## config.mk

```make
export PLATFORM = sky130hd
export DESIGN_NAME = dds_line_sequencer
export DESIGN_NICKNAME = d
export VERILOG_FILES = /design/src/rtl/dds_line_sequencer.sv
export SDC_FILE = /design/constraint.sdc
export NUM_CORES = 1
export LEC_CHECK = 0
export BUFFER_PORTS_ARGS = -buffer_cell sky130_fd_sc_hd__buf_2
export CAP_MARGIN = 20
export CORE_AREA = 8 8 97 108
export DETAILED_ROUTE_END_ITERATION = 8
export DIE_AREA = 0 0 105 116
export PLACE_DENSITY_LB_ADDON = 0.05
export SYNTH_ARGS = -nofsm -noshare
export SYNTH_HDL_FRONTEND = slang
export SYNTH_SLANG_ARGS = --single-unit
```

## constraint.sdc

```tcl
create_clock -name CLK -period 2.95 [get_ports CLK]
set_input_delay 0.295 -clock CLK [delete_from_list [all_inputs] [get_ports CLK]]
set_output_delay 0.295 -clock CLK [all_outputs]
set_load 0.005 [all_outputs]
```

## src/rtl/dds_line_sequencer.sv

```systemverilog
// DDS line sequencer: phase accumulator driving a quarter-wave sine ROM,
// with burst/stop control and valid/done flags aligned to the converter output.
module dds_line_sequencer #(
    parameter int PHASE_WIDTH = 16,
    parameter int ADDR_WIDTH  = 8,
    parameter int ROM_LATENCY = 1
) (
    input  logic                   CLK,
    input  logic                   RESET,
    input  logic                   start,
    input  logic                   stop,
    input  logic                   freq_load,
    input  logic [PHASE_WIDTH-1:0] freq_word,
    input  logic [15:0]            burst_len,
    output logic                   rom_en,
    output logic [ADDR_WIDTH-1:0]  rom_addr,
    output logic                   sym_out,
    output logic                   data_valid,
    output logic                   busy,
    output logic                   done
);

    localparam int DW = $clog2(ROM_LATENCY + 3);

    typedef enum logic [1:0] {IDLE, RUN, DRAIN} state_e;

    state_e                 state_q, state_d;
    logic [PHASE_WIDTH-1:0] phase_q, phase_d;
    logic [PHASE_WIDTH-1:0] freq_q, freq_d;
    logic [15:0]            count_q, count_d;
    logic [15:0]            len_q, len_d;
    logic                   rom_en_q, rom_en_d;
    logic [ADDR_WIDTH-1:0]  rom_addr_q, rom_addr_d;
    logic                   sign_q, sign_d;
    logic [ROM_LATENCY-1:0] sym_pipe_q, sym_pipe_d;
    logic [ROM_LATENCY:0]   vld_pipe_q, vld_pipe_d;
    logic [DW-1:0]          drain_q, drain_d;
    logic                   done_q, done_d;
    logic                   busy_q, busy_d;

    logic [1:0]             quad;
    logic [ADDR_WIDTH-1:0]  idx;
    logic [15:0]            count_inc;

    assign quad      = phase_q[PHASE_WIDTH-1 -: 2];
    assign idx       = phase_q[PHASE_WIDTH-3 -: ADDR_WIDTH];
    assign count_inc = count_q + 16'd1;

    always_comb begin
        state_d    = state_q;
        phase_d    = phase_q;
        freq_d     = freq_load ? freq_word : freq_q;
        count_d    = count_q;
        len_d      = len_q;
        rom_en_d   = 1'b0;
        rom_addr_d = rom_addr_q;
        sign_d     = sign_q;
        drain_d    = drain_q;
        done_d     = 1'b0;

        case (state_q)
            IDLE: begin
                if (start) begin
                    state_d = RUN;
                    phase_d = '0;
                    count_d = '0;
                    len_d   = burst_len;
                end
            end
            RUN: begin
                if (stop) begin
                    // A sample issued last cycle is already one stage deeper, so it drains one edge sooner.
                    state_d = DRAIN;
                    drain_d = rom_en_q ? DW'(ROM_LATENCY) : DW'(ROM_LATENCY + 1);
                end else begin
                    rom_en_d   = 1'b1;
                    rom_addr_d = quad[0] ? ~idx : idx;
                    sign_d     = quad[1];
                    phase_d    = phase_q + freq_q;
                    count_d    = count_inc;
                    if (len_q != 16'd0 && count_inc == len_q) begin
                        state_d = DRAIN;
                        drain_d = DW'(ROM_LATENCY + 1);
                    end
                end
            end
            DRAIN: begin
                if (drain_q == '0) begin
                    state_d = IDLE;
                    done_d  = 1'b1;
                end else begin
                    drain_d = drain_q - DW'(1);
                end
            end
            default: state_d = IDLE;
        endcase

        busy_d = (state_d != IDLE);
    end

    // Sign travels alongside the ROM read; valid trails rom_en through ROM plus converter.
    always_comb begin
        sym_pipe_d    = sym_pipe_q;
        sym_pipe_d[0] = sign_q;
        for (int i = 1; i < ROM_LATENCY; i++) sym_pipe_d[i] = sym_pipe_q[i-1];
        vld_pipe_d    = vld_pipe_q;
        vld_pipe_d[0] = rom_en_q;
        for (int i = 1; i <= ROM_LATENCY; i++) vld_pipe_d[i] = vld_pipe_q[i-1];
    end

    always_ff @(posedge CLK or negedge RESET) begin
        if (!RESET) begin
            state_q    <= IDLE;
            phase_q    <= '0;
            freq_q     <= '0;
            count_q    <= '0;
            len_q      <= '0;
            rom_en_q   <= 1'b0;
            rom_addr_q <= '0;
            sign_q     <= 1'b0;
            sym_pipe_q <= '0;
            vld_pipe_q <= '0;
            drain_q    <= '0;
            done_q     <= 1'b0;
            busy_q     <= 1'b0;
        end else begin
            state_q    <= state_d;
            phase_q    <= phase_d;
            freq_q     <= freq_d;
            count_q    <= count_d;
            len_q      <= len_d;
            rom_en_q   <= rom_en_d;
            rom_addr_q <= rom_addr_d;
            sign_q     <= sign_d;
            sym_pipe_q <= sym_pipe_d;
            vld_pipe_q <= vld_pipe_d;
            drain_q    <= drain_d;
            done_q     <= done_d;
            busy_q     <= busy_d;
        end
    end

    assign rom_en     = rom_en_q;
    assign rom_addr   = rom_addr_q;
    assign sym_out    = sym_pipe_q[ROM_LATENCY-1];
    assign data_valid = vld_pipe_q[ROM_LATENCY];
    assign busy       = busy_q;
    assign done       = done_q;

endmodule

```

==> summary.md, run 1 <==
| Metric | Value |
|---|---|
| Max Freq | `402.3 MHz` |
| Ys async rst share | `100.0%` |
| # port buffers | `49` |
| Clock latency on the worst-skew pair | `0.35 ns` |
| Max cap viols | `0` |
| Area Growth Syn to Fin | `12.37%` |
| Slowest cell delay on critical path | `0.55 ns` |
| Final Cell Area | `0.005205 mm^2` |
| Final setup fails | `0` |
| Largest net degree at the start of global routing | `84` |
| Io pins | `50` |
| Vias | `3,441` |
| Synthesized area | `0.004632 mm^2` |
| Post-DP Area | `0.004932 mm^2` |
| Gpl congestion | `0.8787` |
| Avg Cell Area, Syn | `10.50 um^2` |
| # DRC | `0` |
| CP endpoint kind | `register` |
| Crit path max-delay cell type | `dfrtp_1` |
| Die area | `0.01218 mm^2` |
| Routed Antenna Nets | `0` |
| Leak | `2.325 nW` |
| Top_reg_cell synth | `dfrtp_1` |
| Clock buffer count from CTS | `9` |
| Die Wd | `105 um` |
| Yosys top cell area share | `44.84%` |
| Most common cell in the synthesized netlist | `dfrtp_1` |
| Min Clock Period, post-route | `2.486 ns` |
| Die span in y | `116 um` |
| Vias in the first global route | `3,437` |
| Post-synth EDFFs | `0` |
| Iteration-0 DRC count of the detailed router | `117` |
| CTS sink count | `83` |
| Maximum fanout along the worst path | `9` |
| First-pass GRT wire length | `16,770 um` |
| Synth warn | `0` |
| Initial core utilization | `53.56%` |
| Root Buffer | `clkbuf_8` |
| Crit path arrival time | `2.73 ns` |
| Worst reg-to-reg path cell count | `7` |
| Reg2reg end | `drain_q[1]` |
| Area leader, netlist | `dfrtp_1` |
| Setup TNS | `0 ns` |
| Number of distinct library cells after synthesis | `66` |
| Core Footprint | `0.008648 mm^2` |
| Worst relative slew slack | `61.13%` |
| Cell Pwr Density | `910.8 mW/mm^2` |
| Crit path kind | `register to register` |
| Pre-CTS WS | `0.4641 ns` |
| Worst hold stages | `2` |
| Clock skew | `0.007068 ns` |
| Slew Limit Fails | `0` |
| Mapped Nets | `496` |
| H-tree depth | `3` |
| Antenna diode count | `0` |
| Final worst slack | `0.4642 ns` |
| Unrepaired setup endpoints after global routing | `false` |
| Std-Cell Rows | `36` |
| Dpl hpwl | `6739 um` |
| Clock slew at reported path FFs | `0.09 ns` |
| Register area share after synthesis | `44.84%` |
| Share of cells above drive strength 1 | `24.80%` |
| Worst Hold End | `freq_q[4]` |
| Antenna violations before repair | `0` |
| Max IR drop VDD | `0.4636 mV` |
| Most area-consuming cells after synthesis | `dfrtp_1 45%, mux2_2 7.8%, xnor2_1 5.5%, ha_1 4.6%, nand2_1 3.4%` |
| Vias/cell | `5.716` |
| Total GRT Usage | `16.75%` |
| Hold Crit Class | `primary input to register` |
| Most instantiated cells after synthesis | `83 x dfrtp_1, 42 x nand2_1, 32 x mux2_2, 29 x xnor2_1, 28 x o21ai_0` |
| Post-CTS Setup Inserts | `0` |
| Nets | `538` |
| PnR Total Power | `0.004741 W` |
| Cell Chain, Critical Path | `nand3_2, nor3_4, o311a_1, o211ai_2, nor4b_4, nor3b_2, a211o_1` |
| Final Hold Fails | `0` |
| Crit start category | `register` |
| Worst Hold Launch | `freq_word[4]` |
| Register bit count reported by yosys | `83` |
| Clk buf depth | `2` |
| Grt total ovfl | `0` |
| CTS tree | `done` |
| Fin crit share | `84.26%` |
| Drt first pass iters | `4` |
| Gate count of the mapped netlist | `441` |
| FF-to-FF Start | `count_q[3]` |
| Avg WL per Cell | `15.67 um` |
| Worst-Margin Slew | `0.5780 ns` |
| Status | `finished, final reports clean` |
| Critical Path RT | `3.19 ns` |
| Final wirelength | `9435 um` |
| R2r setup slk | `0.46 ns` |
[how the worst max path moves through the flow]
| stage | from | endpoint | slack (ns) |
|---|---|---|---|
| CTS | freq_q[2] | phase_q[15] | 0.44 |
| floorplan | count_q[0] | drain_q[1] | 0.72 |
| global route | count_q[0] | drain_q[1] | 0.22 |
| global placement | count_q[0] | drain_q[1] | 0.56 |
| finish | count_q[3] | drain_q[1] | 0.46 |
| detailed placement | freq_q[2] | phase_q[15] | 0.46 |
[cells by family (layout without fill, tap and decap cells)]
family | after synthesis | after routing | share of synthesized area (%)
xor+xnor | 41 | 41 | 8.347
flops | 83 | 83 | 44.84
simple gates | 113 | 113 | 13.67
buf+inv | 31 | 78 | 3.403
compound gates | 122 | 122 | 16.72
fa+ha+maj | 18 | 18 | 5.024
mux | 33 | 33 | 7.996
[where the power goes]
| group | switching [W] | internal, W | total (W) |
|---|---|---|---|
| sequential | 0.000342 | 0.00149 | 0.00183 |
| clock | 0.000422 | 0.000526 | 0.000948 |
| combinational | 0.000992 | 0.000972 | 0.00196 |
[area by class of cell]
cell class	count	area [um^2]
timing repair buffer	56	322.8
clock inverter	5	83.83
fill	778	3443
clock buffer	11	151.4
inverter	6	22.52
sequential	83	2077
tap	114	142.6
multi-input combinational	327	2405
[flip-flops by register name, summed over array words and instances (netlist names)]
name / cells
done: 1
state_q: 2
rom_addr: 8
freq_q: 16
rom_en: 1
drain_q: 2
phase_q: 16
vld_pipe_q: 2
busy: 1
sym_out: 1
sign_q: 1
count_q: 16
len_q: 16
[per-layer routing]
layer	global-route usage, %	part of all wire, %
met1	20.80	45
met2	28.15	51
met3	3.671	4.0
met4	6.095	0.88
met5	0	0
[through the flow]
stage | std cells | hold slack, ns | utilization, %
floorplan | 441 | -0.0005911 | -
global placement | 584 | 0.3338 | 57.03
detailed placement | 584 | 0.3364 | 57.03
CTS | 600 | 0.1492 | 59.75
global route | 602 | 0.1512 | 60.19
finish | 602 | 0.1698 | 60.19
[critical path, delay by kind of cell, from the launching register on]
kind / cells / cell delay, ns
AND/OR/NAND/NOR: 4 / 1.16
AO/OA/AOI/OAI: 3 / 0.66
flip-flops: 1 / 0.55
[placed cells by master, fill, tap and decap left out, types with 3 or more instances in the layout]
| cell | instances |
|---|---|
| a211oi_1 | 7 |
| a21o_1 | 7 |
| a21oi_1 | 21 |
| a22o_1 | 6 |
| a31oi_1 | 3 |
| and2_1 | 3 |
| and3_1 | 4 |
| buf_2 | 48 |
| buf_4 | 6 |
| clkbuf_8 | 11 |
| dfrtp_1 | 83 |
| ha_1 | 17 |
| inv_1 | 5 |
| mux2_2 | 32 |
| nand2_1 | 42 |
| nand3_1 | 8 |
| nand4_1 | 5 |
| nor2_1 | 16 |
| nor3_1 | 5 |
| nor4_1 | 8 |
| o21ai_0 | 28 |
| o21ai_1 | 21 |
| o21bai_1 | 6 |
| o31ai_1 | 6 |
| xnor2_1 | 29 |
| xor2_1 | 10 |
[what timing repair did]
item / 4_1_cts / 5_1_grt
hold buffers: 0 / 1
endpoints found under the hold margin: 0 / 30
gates resized for setup: 0 / 0
(Power assumes the default switching activity.)
==> run 2: changes to the inputs <==
- CORE_AREA: 8 8 97 108 -> 8 8 99 110
- DIE_AREA: 0 0 105 116 -> 0 0 107 118
- clock period: 2.95 -> 2.26 ns (I/O delays scaled with it)
==> run 2 against run 1 <==
Effect of this change: the flow now finishes with violations (setup timing); die area rose by 3.7%; non-clock buffer count is 39 higher; via count increased by 3.0%; highest routed layer unchanged; final cell count grew 7.0%; cell area up 8.3%; fmax increased by 7.6%; clock-buffer cell count grew 1; global-route usage is 0.61 points higher; sequential power is 28% higher; flip-flop and latch count did not move; hold slack got worse by 0.072 ns.
==> summary.md, run 2 (synthesis gave the netlist of run 1 again) <==
| Metric | Value |
|---|---|
| CP endpoint kind | `register` |
| Worst Hold Launch | `freq_word[1]` |
| Die area | `0.01263 mm^2 (+3.7%)` |
| Worst Hold End | `freq_q[1]` |
| Grt total ovfl | `0 (unchanged)` |
| Maximum fanout along the worst path | `6 (-3)` |
| Delay-heaviest family, CP | `simple AND/OR/NAND/NOR gates` |
| Die Wd | `107 um (+1.9%)` |
| Clock buffer count from CTS | `9 (unchanged)` |
| Io pins | `50 (unchanged)` |
| Cell Pwr Density | `1173 mW/mm^2 (+29%)` |
| Routed Antenna Nets | `0 (unchanged)` |
| # port buffers | `49 (unchanged)` |
| Drt first pass iters | `4 (unchanged)` |
| Clk buf depth | `2 (unchanged)` |
| Status | `finished with violations` |
| Antenna diode count | `0 (unchanged)` |
| Root Buffer | `clkbuf_8` |
| Share of cells above drive strength 1 | `34.16% (+9.4 points)` |
| Max IR drop VDD | `0.6598 mV (+42%)` |
| Die span in y | `118 um (+1.7%)` |
| Hold Crit Class | `primary input to register` |
| Clock slew at reported path FFs | `0.08 ns (about the same)` |
| Avg WL per Cell | `16.26 um (+3.7%)` |
| Fin crit share | `102.2% (+18 points)` |
| H-tree depth | `3 (unchanged)` |
| Clock latency on the worst-skew pair | `0.36 ns (about the same)` |
| Worst hold stages | `2 (unchanged)` |
| Worst reg-to-reg path cell count | `9 (+2)` |
| Crit path arrival time | `2.56 ns (-0.17 ns)` |
| R2r setup slk | `-0.05 ns (-0.51 ns)` |
| Slowest cell delay on critical path | `0.41 ns (-0.14 ns)` |
| Total GRT Usage | `17.37% (+0.61 points)` |
| Initial core utilization | `50.79% (-2.8 points)` |
| Antenna violations before repair | `0 (unchanged)` |
| CP Launch Point | `count_q[1]` |
| Vias in the first global route | `3,724 (+8.4%)` |
| Min Clock Period, post-route | `2.310 ns (-0.1761 ns)` |
| Vias/cell | `5.505 (-3.7%)` |
| Commonest non-fill, non-tap cell in the layout | `dfrtp_1` |
| Final worst slack | `-0.04972 ns (-0.5139 ns)` |
| Worst-Margin Slew | `0.4977 ns (-0.08029 ns)` |
| Clock skew | `0.01179 ns (+0.004723 ns)` |
| First-pass GRT wire length | `17,780 um (+6.0%)` |
| Leak | `2.538 nW (+9.2%)` |
| Final wirelength | `10,470 um (+11%)` |
| Vias | `3,545 (+3.0%)` |
| Pint | `0.004144 W (+39%)` |
| CTS sink count | `83 (unchanged)` |
| Dpl hpwl | `7467 um (+11%)` |
| Final hold slack | `0.09789 ns (-0.07194 ns)` |
| Largest net degree at the start of global routing | `47 (-44%)` |
| Dpl cells | `620 (+6.2%)` |
| Core Footprint | `0.009120 mm^2 (+5.5%)` |
| CTS tree | `done` |
| Failing checks | `setup timing` |
| Area Growth Syn to Fin | `21.72%` |
| Sw Ratio | `37.34% (+0.30 points)` |
| WP depth | `9 (+2)` |
| Std-Cell Rows | `37 (+2.8%)` |
| Crit start category | `register` |
| Finished Core Util | `61.82% (+1.6 points)` |
| Unrepaired setup endpoints after global routing | `true` |
| PnR Total Power | `0.006613 W (+39%)` |
| Sw power | `0.002469 W (+41%)` |
| Cell Chain, Critical Path | `ha_4, buf_6, and4_4, nand3_1, a211oi_1, o21ai_1, nor4b_4, nor3b_2, a211o_1` |
| Crit path kind | `register to register` |
| Critical Path RT | `2.51 ns (-0.68 ns)` |
| Non-Filler Instances | `644 (+7.0%)` |
| Final Hold Fails | `0 (unchanged)` |
| Max Freq | `433.0 MHz (+7.6%)` |
| Sequential power share | `35.5% (-3.1 points)` |
| FF-to-FF Start | `count_q[1]` |
| Max cap viols | `0 (unchanged)` |
| Iteration-0 DRC count of the detailed router | `124 (+6.0%)` |
| # DRC | `0 (unchanged)` |
| Final setup fails | `2 (+2)` |
| Clk network pwr share | `18.4% (-1.6 points)` |
| Combinational power share | `46.2% (+4.8 points)` |
| Most frequent cells in the layout | `81 x dfrtp_1, 48 x buf_2, 42 x buf_4` |
| Reg2reg end | `drain_q[1]` |
| Crit path max-delay cell type | `nor4b_4` |
| Nets | `577 (+7.2%)` |
| Worst relative slew slack | `66.82% (+5.7 points)` |
| CP Buf/Inv Count | `1 (+1)` |
| Slew Limit Fails | `0 (unchanged)` |
| Gpl congestion | `0.8657 (-1.5%)` |
| Setup TNS | `-0.05992 ns (-0.05992 ns)` |
## run 2: cell types whose count changed in the layout (fill, tap and decap cells not counted), sizes merged
cell | previous run | this run
inv | 7 | 6
clkbuf | 11 | 12
clkinvlp | 2 | 1
clkinv | 0 | 1
buf | 55 | 94
## run 2: what timing repair did
action                     CTS  global route
setup buffers                3             3
setup endpoints to repair    5             9
hold endpoints to repair    34             0
hold buffers                 1             0
pin swaps                   11            14
gates resized for setup     14            18
## run 2: area by class of cell
class / count / area, um^2
inverters: 6 / 22.52
repair buffers: 95 / 619.3
flip-flops and latches: 83 / 2079
well taps: 117 / 146.4
multi-input cells: 327 / 2542
clock inverters: 4 / 72.57
fillers: 762 / 3482
clock buffers: 12 / 155.1
## run 2: worst max-delay path by stage
stage	endpoint	slack, ns
final	drain_q[1]	-0.05
after global routing	drain_q[1]	-0.17
after CTS	drain_q[1]	-0.05
after detailed placement	phase_q[14]	-0.11
after global placement	drain_q[1]	-0.05
after floorplan	drain_q[1]	0.03
## run 2: stage by stage
step	cell area [um^2]	setup WS [ns]
6_report	5638	-0.04972
5_1_grt	5638	-0.1693
4_1_cts	5528	-0.04624
3_5_place_dp	5196	-0.1129
3_3_place_gp	5196	-0.04995
2_1_floorplan	4632	0.03422
## run 2: power groups by stage
stage / Sequential, W / Clock [W] / Combinational [W]
floorplan: 0.00227 / 0 / 0.00204
global placement: 0.00234 / 0 / 0.00274
detailed placement: 0.00236 / 0 / 0.00278
CTS: 0.00234 / 0.00125 / 0.00292
global route: 0.00242 / 0.00132 / 0.00339
finish: 0.00234 / 0.00122 / 0.00305
## run 2: routing by layer
metal | part of all wire (%) | global-route usage (%) | vias up
li1 | - | - | 1766
met1 | 45 | 21.44 | 1709
met2 | 49 | 28.60 | 55
met3 | 3.1 | 3.012 | 15
met4 | 2.2 | 8.106 | 0
met5 | 0 | 0 | -
